`config.mk`:
```
export PLATFORM = sky130hd
export DESIGN_NAME = iic_cfg_arbiter
export DESIGN_NICKNAME = d
export VERILOG_FILES = /design/src/rtl/iic_cfg_arbiter.sv
export SDC_FILE = /design/constraint.sdc
export NUM_CORES = 1
export LEC_CHECK = 0
export ABC_CLOCK_PERIOD_IN_PS = 1500
export CORE_MARGIN = 2
export CORE_UTILIZATION = 56
export CTS_CLUSTER_DIAMETER = 120
export CTS_CLUSTER_SIZE = 16
export DETAILED_ROUTE_END_ITERATION = 6
export DONT_BUFFER_PORTS = 1
export PLACE_DENSITY = 0.74
export SYNTH_ARGS = -nofsm -noshare
export SYNTH_HDL_FRONTEND = slang
export SYNTH_SLANG_ARGS = --single-unit
```
`constraint.sdc`:
```
create_clock -name clk -period 1.5 [get_ports clk]
set_input_delay 0.3 -clock clk [delete_from_list [all_inputs] [get_ports clk]]
set_output_delay 0.3 -clock clk [all_outputs]
set_load 0.02 [all_outputs]
```
`src/rtl/iic_cfg_arbiter.sv`:
```
// iic_cfg_arbiter: shares one byte-level IIC register-access master between
// NREQ configuration requesters. Round-robin with optional burst lock, one
// command in flight, timeout supervision, optional inter-command gap.
// Optional NACK retry is built only when IIC_CFG_ARB_RETRY_EN is defined.
//
// state  | meaning
// -------+-----------------------------------------------------------------
// IDLE   | no owner; pick the next requester and latch its command
// ISSUE  | one-cycle m_start strobe, timeout counter cleared
// WAIT   | wait for m_done, abort when the timeout counter expires
// RESP   | one-cycle ack to the owner, rsp_* valid
// GAP    | GAP_CYC quiet cycles before the next command (owner still shown)
module iic_cfg_arbiter #(
  parameter int NREQ        = 2,
  parameter int TIMEOUT_CYC = 20000,
  parameter int GAP_CYC     = 4,
  parameter int MAX_RETRY   = 3
) (
  input  logic              clk,
  input  logic              rst_n,
  input  logic [NREQ-1:0]   req,
  input  logic [NREQ-1:0]   req_lock,
  input  logic [NREQ-1:0]   req_rw,
  input  logic [NREQ*7-1:0] req_dev,
  input  logic [NREQ*16-1:0] req_addr,
  input  logic [NREQ*8-1:0] req_wdata,
  output logic [NREQ-1:0]   ack,
  output logic [7:0]        rsp_rdata,
  output logic [1:0]        rsp_err,
  output logic [NREQ-1:0]   gnt_oh,
  output logic              busy,
  output logic              m_start,
  output logic              m_rw,
  output logic [6:0]        m_dev,
  output logic [15:0]       m_addr,
  output logic [7:0]        m_wdata,
  output logic              m_abort,
  input  logic              m_done,
  input  logic              m_nack,
  input  logic [7:0]        m_rdata
);

  localparam int PW = (NREQ > 1) ? $clog2(NREQ) : 1;
  localparam int TW = $clog2(TIMEOUT_CYC + 1);
  localparam int GW = $clog2(GAP_CYC + 2);

  typedef enum logic [2:0] {S_IDLE, S_ISSUE, S_WAIT, S_RESP, S_GAP} state_e;

  state_e          state_q, state_d;
  logic [PW-1:0]   ptr_q;
  logic            own_vld_q;
  logic [NREQ-1:0] gnt_q;
  logic            m_rw_q;
  logic [6:0]      m_dev_q;
  logic [15:0]     m_addr_q;
  logic [7:0]      m_wdata_q;
  logic [7:0]      rsp_rdata_q;
  logic [1:0]      rsp_err_q;
  logic [TW-1:0]   tmo_q;
  logic [GW-1:0]   gap_q;
  logic            sel_vld;
  logic [PW-1:0]   sel_idx;
  logic [PW-1:0]   cand;
  logic            tmo_hit;
  logic            gap_hit;
  logic            retry_now;
  logic            retry_pend;

  assign tmo_hit = (tmo_q == TW'(TIMEOUT_CYC - 1));
  assign gap_hit = (gap_q == GW'(GAP_CYC - 1));

`ifdef IIC_CFG_ARB_RETRY_EN
  logic [7:0] retry_q;
  logic       retry_pend_q;

  assign retry_now  = m_done && m_nack && (int'(retry_q) < MAX_RETRY);
  assign retry_pend = retry_pend_q;

  // Retry bookkeeping: count NACK retries of the latched command.
  always_ff @(posedge clk or negedge rst_n) begin
    if (!rst_n) begin
      retry_q      <= '0;
      retry_pend_q <= 1'b0;
    end else if (state_q == S_IDLE && sel_vld) begin
      retry_q      <= '0;
      retry_pend_q <= 1'b0;
    end else if (state_q == S_ISSUE) begin
      retry_pend_q <= 1'b0;
    end else if (state_q == S_WAIT && retry_now) begin
      retry_q      <= retry_q + 8'd1;
      retry_pend_q <= 1'b1;
    end
  end
`else
  logic unused_retry;
  assign unused_retry = (MAX_RETRY < 0);
  assign retry_now    = 1'b0;
  assign retry_pend   = 1'b0;
`endif

  // Requester selection: locked owner first, else round-robin after ptr_q.
  always_comb begin
    sel_vld = 1'b0;
    sel_idx = ptr_q;
    cand    = ptr_q;
    if (own_vld_q && req[ptr_q] && req_lock[ptr_q]) begin
      sel_vld = 1'b1;
    end else begin
      for (int k = 1; k <= NREQ; k++) begin
        cand = PW'((int'(ptr_q) + k) % NREQ);
        if (!sel_vld && req[cand]) begin
          sel_vld = 1'b1;
          sel_idx = cand;
        end
      end
    end
  end

  // State register.
  always_ff @(posedge clk or negedge rst_n) begin
    if (!rst_n) state_q <= S_IDLE;
    else        state_q <= state_d;
  end

  // Next-state logic.
  always_comb begin
    state_d = state_q;
    unique case (state_q)
      S_IDLE:  if (sel_vld) state_d = S_ISSUE;
      S_ISSUE: state_d = S_WAIT;
      S_WAIT: begin
        if (m_done) begin
          if (retry_now) state_d = (GAP_CYC == 0) ? S_ISSUE : S_GAP;
          else           state_d = S_RESP;
        end else if (tmo_hit) begin
          state_d = S_RESP;
        end
      end
      S_RESP:  state_d = (GAP_CYC == 0) ? S_IDLE : S_GAP;
      S_GAP:   if (gap_hit) state_d = retry_pend ? S_ISSUE : S_IDLE;
      default: state_d = S_IDLE;
    endcase
  end

  // Output decode from the current state.
  always_comb begin
    busy    = (state_q != S_IDLE);
    m_start = (state_q == S_ISSUE);
    m_abort = (state_q == S_WAIT) && tmo_hit && !m_done;
    ack     = (state_q == S_RESP) ? gnt_q : '0;
  end

  // Datapath: command latch, grant, pointer, counters and response.
  always_ff @(posedge clk or negedge rst_n) begin
    if (!rst_n) begin
      ptr_q       <= PW'(NREQ - 1);
      own_vld_q   <= 1'b0;
      gnt_q       <= '0;
      m_rw_q      <= 1'b0;
      m_dev_q     <= '0;
      m_addr_q    <= '0;
      m_wdata_q   <= '0;
      rsp_rdata_q <= '0;
      rsp_err_q   <= '0;
      tmo_q       <= '0;
      gap_q       <= '0;
    end else begin
      if (state_q == S_IDLE && sel_vld) begin
        m_rw_q    <= req_rw[sel_idx];
        m_dev_q   <= req_dev[int'(sel_idx)*7 +: 7];
        m_addr_q  <= req_addr[int'(sel_idx)*16 +: 16];
        m_wdata_q <= req_wdata[int'(sel_idx)*8 +: 8];
        gnt_q     <= {{(NREQ-1){1'b0}}, 1'b1} << sel_idx;
        ptr_q     <= sel_idx;
        own_vld_q <= 1'b1;
      end else if (state_d == S_IDLE) begin
        gnt_q <= '0;
      end
      if (state_q == S_ISSUE) tmo_q <= '0;
      else if (state_q == S_WAIT && !tmo_hit) tmo_q <= tmo_q + 1'b1;
      if (state_q == S_WAIT) begin
        if (m_done && !retry_now) begin
          rsp_rdata_q <= m_rdata;
          rsp_err_q   <= m_nack ? 2'b01 : 2'b00;
        end else if (!m_done && tmo_hit) begin
          rsp_err_q   <= 2'b10;
        end
      end
      if (state_q == S_GAP) gap_q <= gap_q + 1'b1;
      else                  gap_q <= '0;
    end
  end

  assign gnt_oh    = gnt_q;
  assign m_rw      = m_rw_q;
  assign m_dev     = m_dev_q;
  assign m_addr    = m_addr_q;
  assign m_wdata   = m_wdata_q;
  assign rsp_rdata = rsp_rdata_q;
  assign rsp_err   = rsp_err_q;

endmodule

```
Word-level counts from Yosys, hierarchy flattened --
Index checks and enable logic that the tools add are counted. Widths: inputs -> output; s select.
Storage, ports and cells: output and inout bits 49, input port bits 80, flip-flop bits (word level) 67, word-level logic and storage cells 81
Cells by class: shifts and indexed selects 4, multiplexer cells 31, reductions and logical operators 19, $add $sub $neg 4, multipliers 1, order comparisons 4, eq/ne operators 6
Operators by type and width (number):
- $shiftx 32x6->16 | 1
- $mux 15 | 2
- $mux 1 | 18
- $shiftx 16x5->8 | 1
- $add 15x1->15 const B | 1
- $eq 15x15->1 const B | 1
- $mux 3 | 5
- $pmux 3 s5 | 1
- $shiftx 14x5->7 | 1
- $mux 2 | 5
- $eq 3x2->1 const B | 3
- $logic_and 1x1->1 | 8
- $lt 1x2->1 const B | 4
- $logic_not 3->1 | 2
- $reduce_bool 2->1 | 3
- $mul 1x3->4 const B | 1
- $reduce_and 2->1 | 2
- $add 3x1->3 const B | 1
- $eq 3x1->1 const B | 1
- $eq 3x3->1 const B | 1
- $logic_not 1->1 | 3
- $reduce_bool 3->1 | 1
- $add 1x1->1 const B | 2
- $shl 1x1->2 const A | 1

Logic depth before layout (Yosys ltp) --
depth after elaboration 14, mapped depth 7

Least setup slack after synthesis --
No wires, ideal clock.
path kind flip-flop to output port, start point register tmo_q[0], end point output m_abort, cell stages (with the launch flop) 7, data arrival time 1.563 ns, setup slack -0.363 ns, cell sequence dfrtp_1 -> ha_1 -> and4_1 -> and4_1 -> buf_2 -> nand2_1 -> nor2_1
On the way: longest elaborated chain between the ends 3
RTL lines:
- start, declared | line 59 | logic [TW-1:0] tmo_q;
- start signal, assigned | line 180 | else if (state_q == S_WAIT && !tmo_hit) tmo_q <= tmo_q + 1'b1;
- $eq 15x15->1 | line 69 | assign tmo_hit = (tmo_q == TW'(TIMEOUT_CYC - 1));
- $logic_and 1x1->1 (2 in a row) | line 149 | m_abort = (state_q == S_WAIT) && tmo_hit && !m_done;
- end, declared | line 37 | output logic m_abort,
No other way between the ends.

Worst setup path in the final report --
Same ends and word-level chain as after synthesis.

==> results.txt <==
----------------------------------------------------
[Run status]
  Status ... complete, but fails checks
  Violations in the final reports ... hold timing, setup timing

[STA]
  Setup skew after layout ... 0.01259 ns
  Final worst-path cycle share ... 1.239
  Slew Limit Headroom ... 0.7745
  Endpoints failing setup ... between 60 and 70
  RSZ-0062 raised after global routing ... yes
  Final worst slack ... -0.3590 ns
  Setup Total Neg Slack ... -13.90 ns
  Final Hold Slack ... -0.3535 ns
  Maximum clock frequency ... 0.5379 GHz
  Number of hold violations in the final report ... between 60 and 70
  Fin crit period ... 1.859 ns
  Worst slew pin tran ... ~0.34 ns
  Slew Viols, Final ... 0

[Clock network]
  Clock insertion delay at the later pin of the skew report ... between 0.3 and 0.4 ns
  Clock Path Buffers ... 2
  Clk sink count ... 67
  CTS root buf ... clkbuf_8
  Num CTS Buffers ... 9
  Clock tree from TritonCTS ... built
  Clock transition at path regs ... around 0.08 ns
  Count of H-tree levels built during CTS ... 3

[Critical path]
  Worst setup path category ... reg2out
  Highest fanout seen on the critical path ... 2
  Kind of capture point of the worst setup path ... output port
  Nature of the critical path startpoint ... flop
  Cell seen most often among critical-path stages ... and4_4
  Register-to-Register Path Depth ... 8
  Required time worst endpoint ... between 1 and 1.5 ns
  Biggest cell delay along the critical path ... about 0.36 ns
  Critical Path Slowest Stage Cell ... dfrtp_1
  Cell Chain, Critical Path ... ha_2, and4_4, and4_4, nand2_4, nor2_4
  WP data arrival ... 1.56 ns

[GRT]
  Antenna violations before repair ... 0
  Layer with the highest usage after global routing ... met2
  Global-route track usage on met1 ... 0.3587
  GR Layer Usage met2 ... 0.5402
  First-pass GRT wire length ... between 10000 and 15000 um
  Met3 track demand over resource ... 0.06322
  Maximum number of pins on one net before global-route repair ... around 70
  Overall overflow remaining after global route ... 0
  Number of global-route vias before repair ... around 2800
  Global-route usage over all layers ... 0.3016

[Synth]
  Mapped Avg Cell Area ... 10.79 um^2
  Sequential area share after synthesis ... 0.5381
  Most frequent cells after synthesis ... dfrtp_1 (66), nand2_1 (44), mux2i_1 (35), o21ai_0 (29), nor2_1 (17)
  Distinct cell type count of the synthesized netlist ... between 40 and 50
  Post-Syn Nets ... ~370
  Most frequently used flop master after synthesis ... dfrtp_1
  Count of yosys warnings during synthesis ... 0
  Cells after Synth ... between 200 and 300
  Post-synth top area share ... 0.5297
  Area of the mapped netlist ... 3118 um^2
  Number of synthesized register bits ... 67
  Area leader, netlist ... dfrtp_1
  Cell types with the largest area share after synthesis ... dfrtp_1 (53%), mux2i_1 (11%), nand2_1 (5.3%)
  Most instantiated library cell after synthesis ... dfrtp_1
  Number of synthesized flops with an enable pin ... 0
  Async set-reset flop share out of synthesis ... 1.000

[Floorplanning]
  Overall die height ... between 70 and 80 um
  I/O pin count ... approximately 130
  Number of rows created at floorplan ... 27
  Total Die Area ... ~6000 um^2
  Initial Util ... 0.5733
  Core Region ... 5439 um^2
  Horizontal die dimension ... just under 80 um

[Final layout]
  Area added between synthesis and finish ... 49.16%
  Final antenna diode count ... 0
  Layout net count ... 436
  Finished layout cell area ... around 4700 um^2
  Share of layout cells above drive strength 1 ... 0.4888
  Share of the core filled with cells ... 0.8551

[Drt]
  Vias ... 2673
  Total length of routed wires ... approximately 10000 um
  Post-detailed-route wirelength per cell ... ~24 um
  Remaining antenna violation count after routing ... 0
  Remaining routing DRC violations ... 0
  First-pass DRT Iterations ... 4
  Vias per inst ... between 6 and 7
  Initial DRC Count ... 221

[Placement]
  Hpwl dp ... roughly 4900 um
  Port Buf Inserts ... 0
  Final estimated routing congestion in global placement ... roughly 0.77
  Instance area at placement ... roughly 3500 um^2

[Power]
  Leakage ... between 2 and 2.5 nW
  Overall power of the completed layout ... 10.50 mW
  VDD IR max ... 1324 uV
  Power per cell area ... 2257 nW/um^2

[Hold path]
  Tightest Hold Check Type ... in2async

[Run]
  Max-capacitance violation count ... 0

----------------------------------------------------
==> state kept, by name, summed over array words and instances, names as in the netlist, 2 cells and up <==
name,cells
m_addr,16
tmo_q,15
m_wdata,8
rsp_rdata,8
m_dev,7
gap_q,3
state_q,3
gnt_oh,2
rsp_err,2
==> final timing paths <==
check,slack [ns],startpoint,to
hold / removal,-0.35,rst_n,m_addr[3]$_DFFE_PN0P_
hold reg to reg,0.45,gap_q[0]$_DFF_PN0_,gap_q[0]$_DFF_PN0_
setup / recovery,-0.36,tmo_q[0]$_DFFE_PN0P_,m_abort
min in group clk,0.11,m_rdata[3],rsp_rdata[3]$_DFFE_PN0P_
setup reg to reg,-0.34,tmo_q[0]$_DFFE_PN0P_,tmo_q[5]$_DFFE_PN0P_
max in group asynchronous,1.62,rst_n,ptr_q$_DFFE_PN1P_
==> report_power, final <==
part           switching (mW)  internal, mW
Sequential               1.31          2.49
Combinational            2.39          2.73
Clock                   0.715         0.858
==> repair_timing <==
item                                    4_1_cts  5_1_grt
endpoints found under the setup margin       59       67
hold endpoints to repair                     67       67
gates cloned                                 12        1
gates resized for setup                      82       69
pin swaps                                    25       20
setup buffers                                15        9
==> layer usage <==
metal | vias to the layer above | wire (um)
li1 | 1155 | -
met1 | 1302 | 3582
met2 | 179 | 5477
met3 | 37 | 934
met4 | 0 | 394
met5 | - | 0
==> through the flow <==
step	setup WS, ns	instances
final	-0.3590	430
after global routing	-0.4024	430
after CTS	-0.3583	425
after detailed placement	-0.2002	382
after global placement	-0.1202	382
after floorplan	-0.1837	289
==> critical path, delay by kind of cell, from the launching register on <==
kind,cells,cell delay (ns)
adders and majority gates,1,0.20
DFF,1,0.36
and+or+nand+nor,4,0.66
==> cells by family after synthesis <==
| family | synth area share |
|---|---|
| simple gates | 0.1521 |
| flops | 0.5381 |
| compound gates | 0.1023 |
| mux | 0.1413 |
| buf+inv | 0.03732 |
| xor+xnor | 0.01685 |
| fa+ha+maj | 0.01204 |
==> cells in the final DEF, fill, tap and decap left out, drive strengths merged, types with 3 or more instances in the layout <==
cell type,Yosys,layout
and4,4,4
o21ai,37,37
mux2i,35,35
buf,13,67
clkbuf,3,13
ha,3,3
dfrtp,66,66
or3,3,3
o211ai,4,4
nand3,6,6
xor2,4,4
clkinv,0,3
nand2,44,44
nand4,4,4
nor2,17,17
mux2,8,8
o31ai,3,3
inv,5,5
and3,4,4
a21oi,3,3
==> layout make-up <==
| type | count | area, um^2 |
|---|---|---|
| multi-input combinational | 202 | 1826 |
| sequential | 67 | 1680 |
| timing repair buffer | 68 | 824.5 |
| fill | 249 | 788.3 |
| clock buffer | 12 | 155.1 |
| tap | 72 | 90.09 |
| clock inverter | 4 | 48.80 |
| inverter | 5 | 26.28 |
Power figures use the tool's default switching activity.
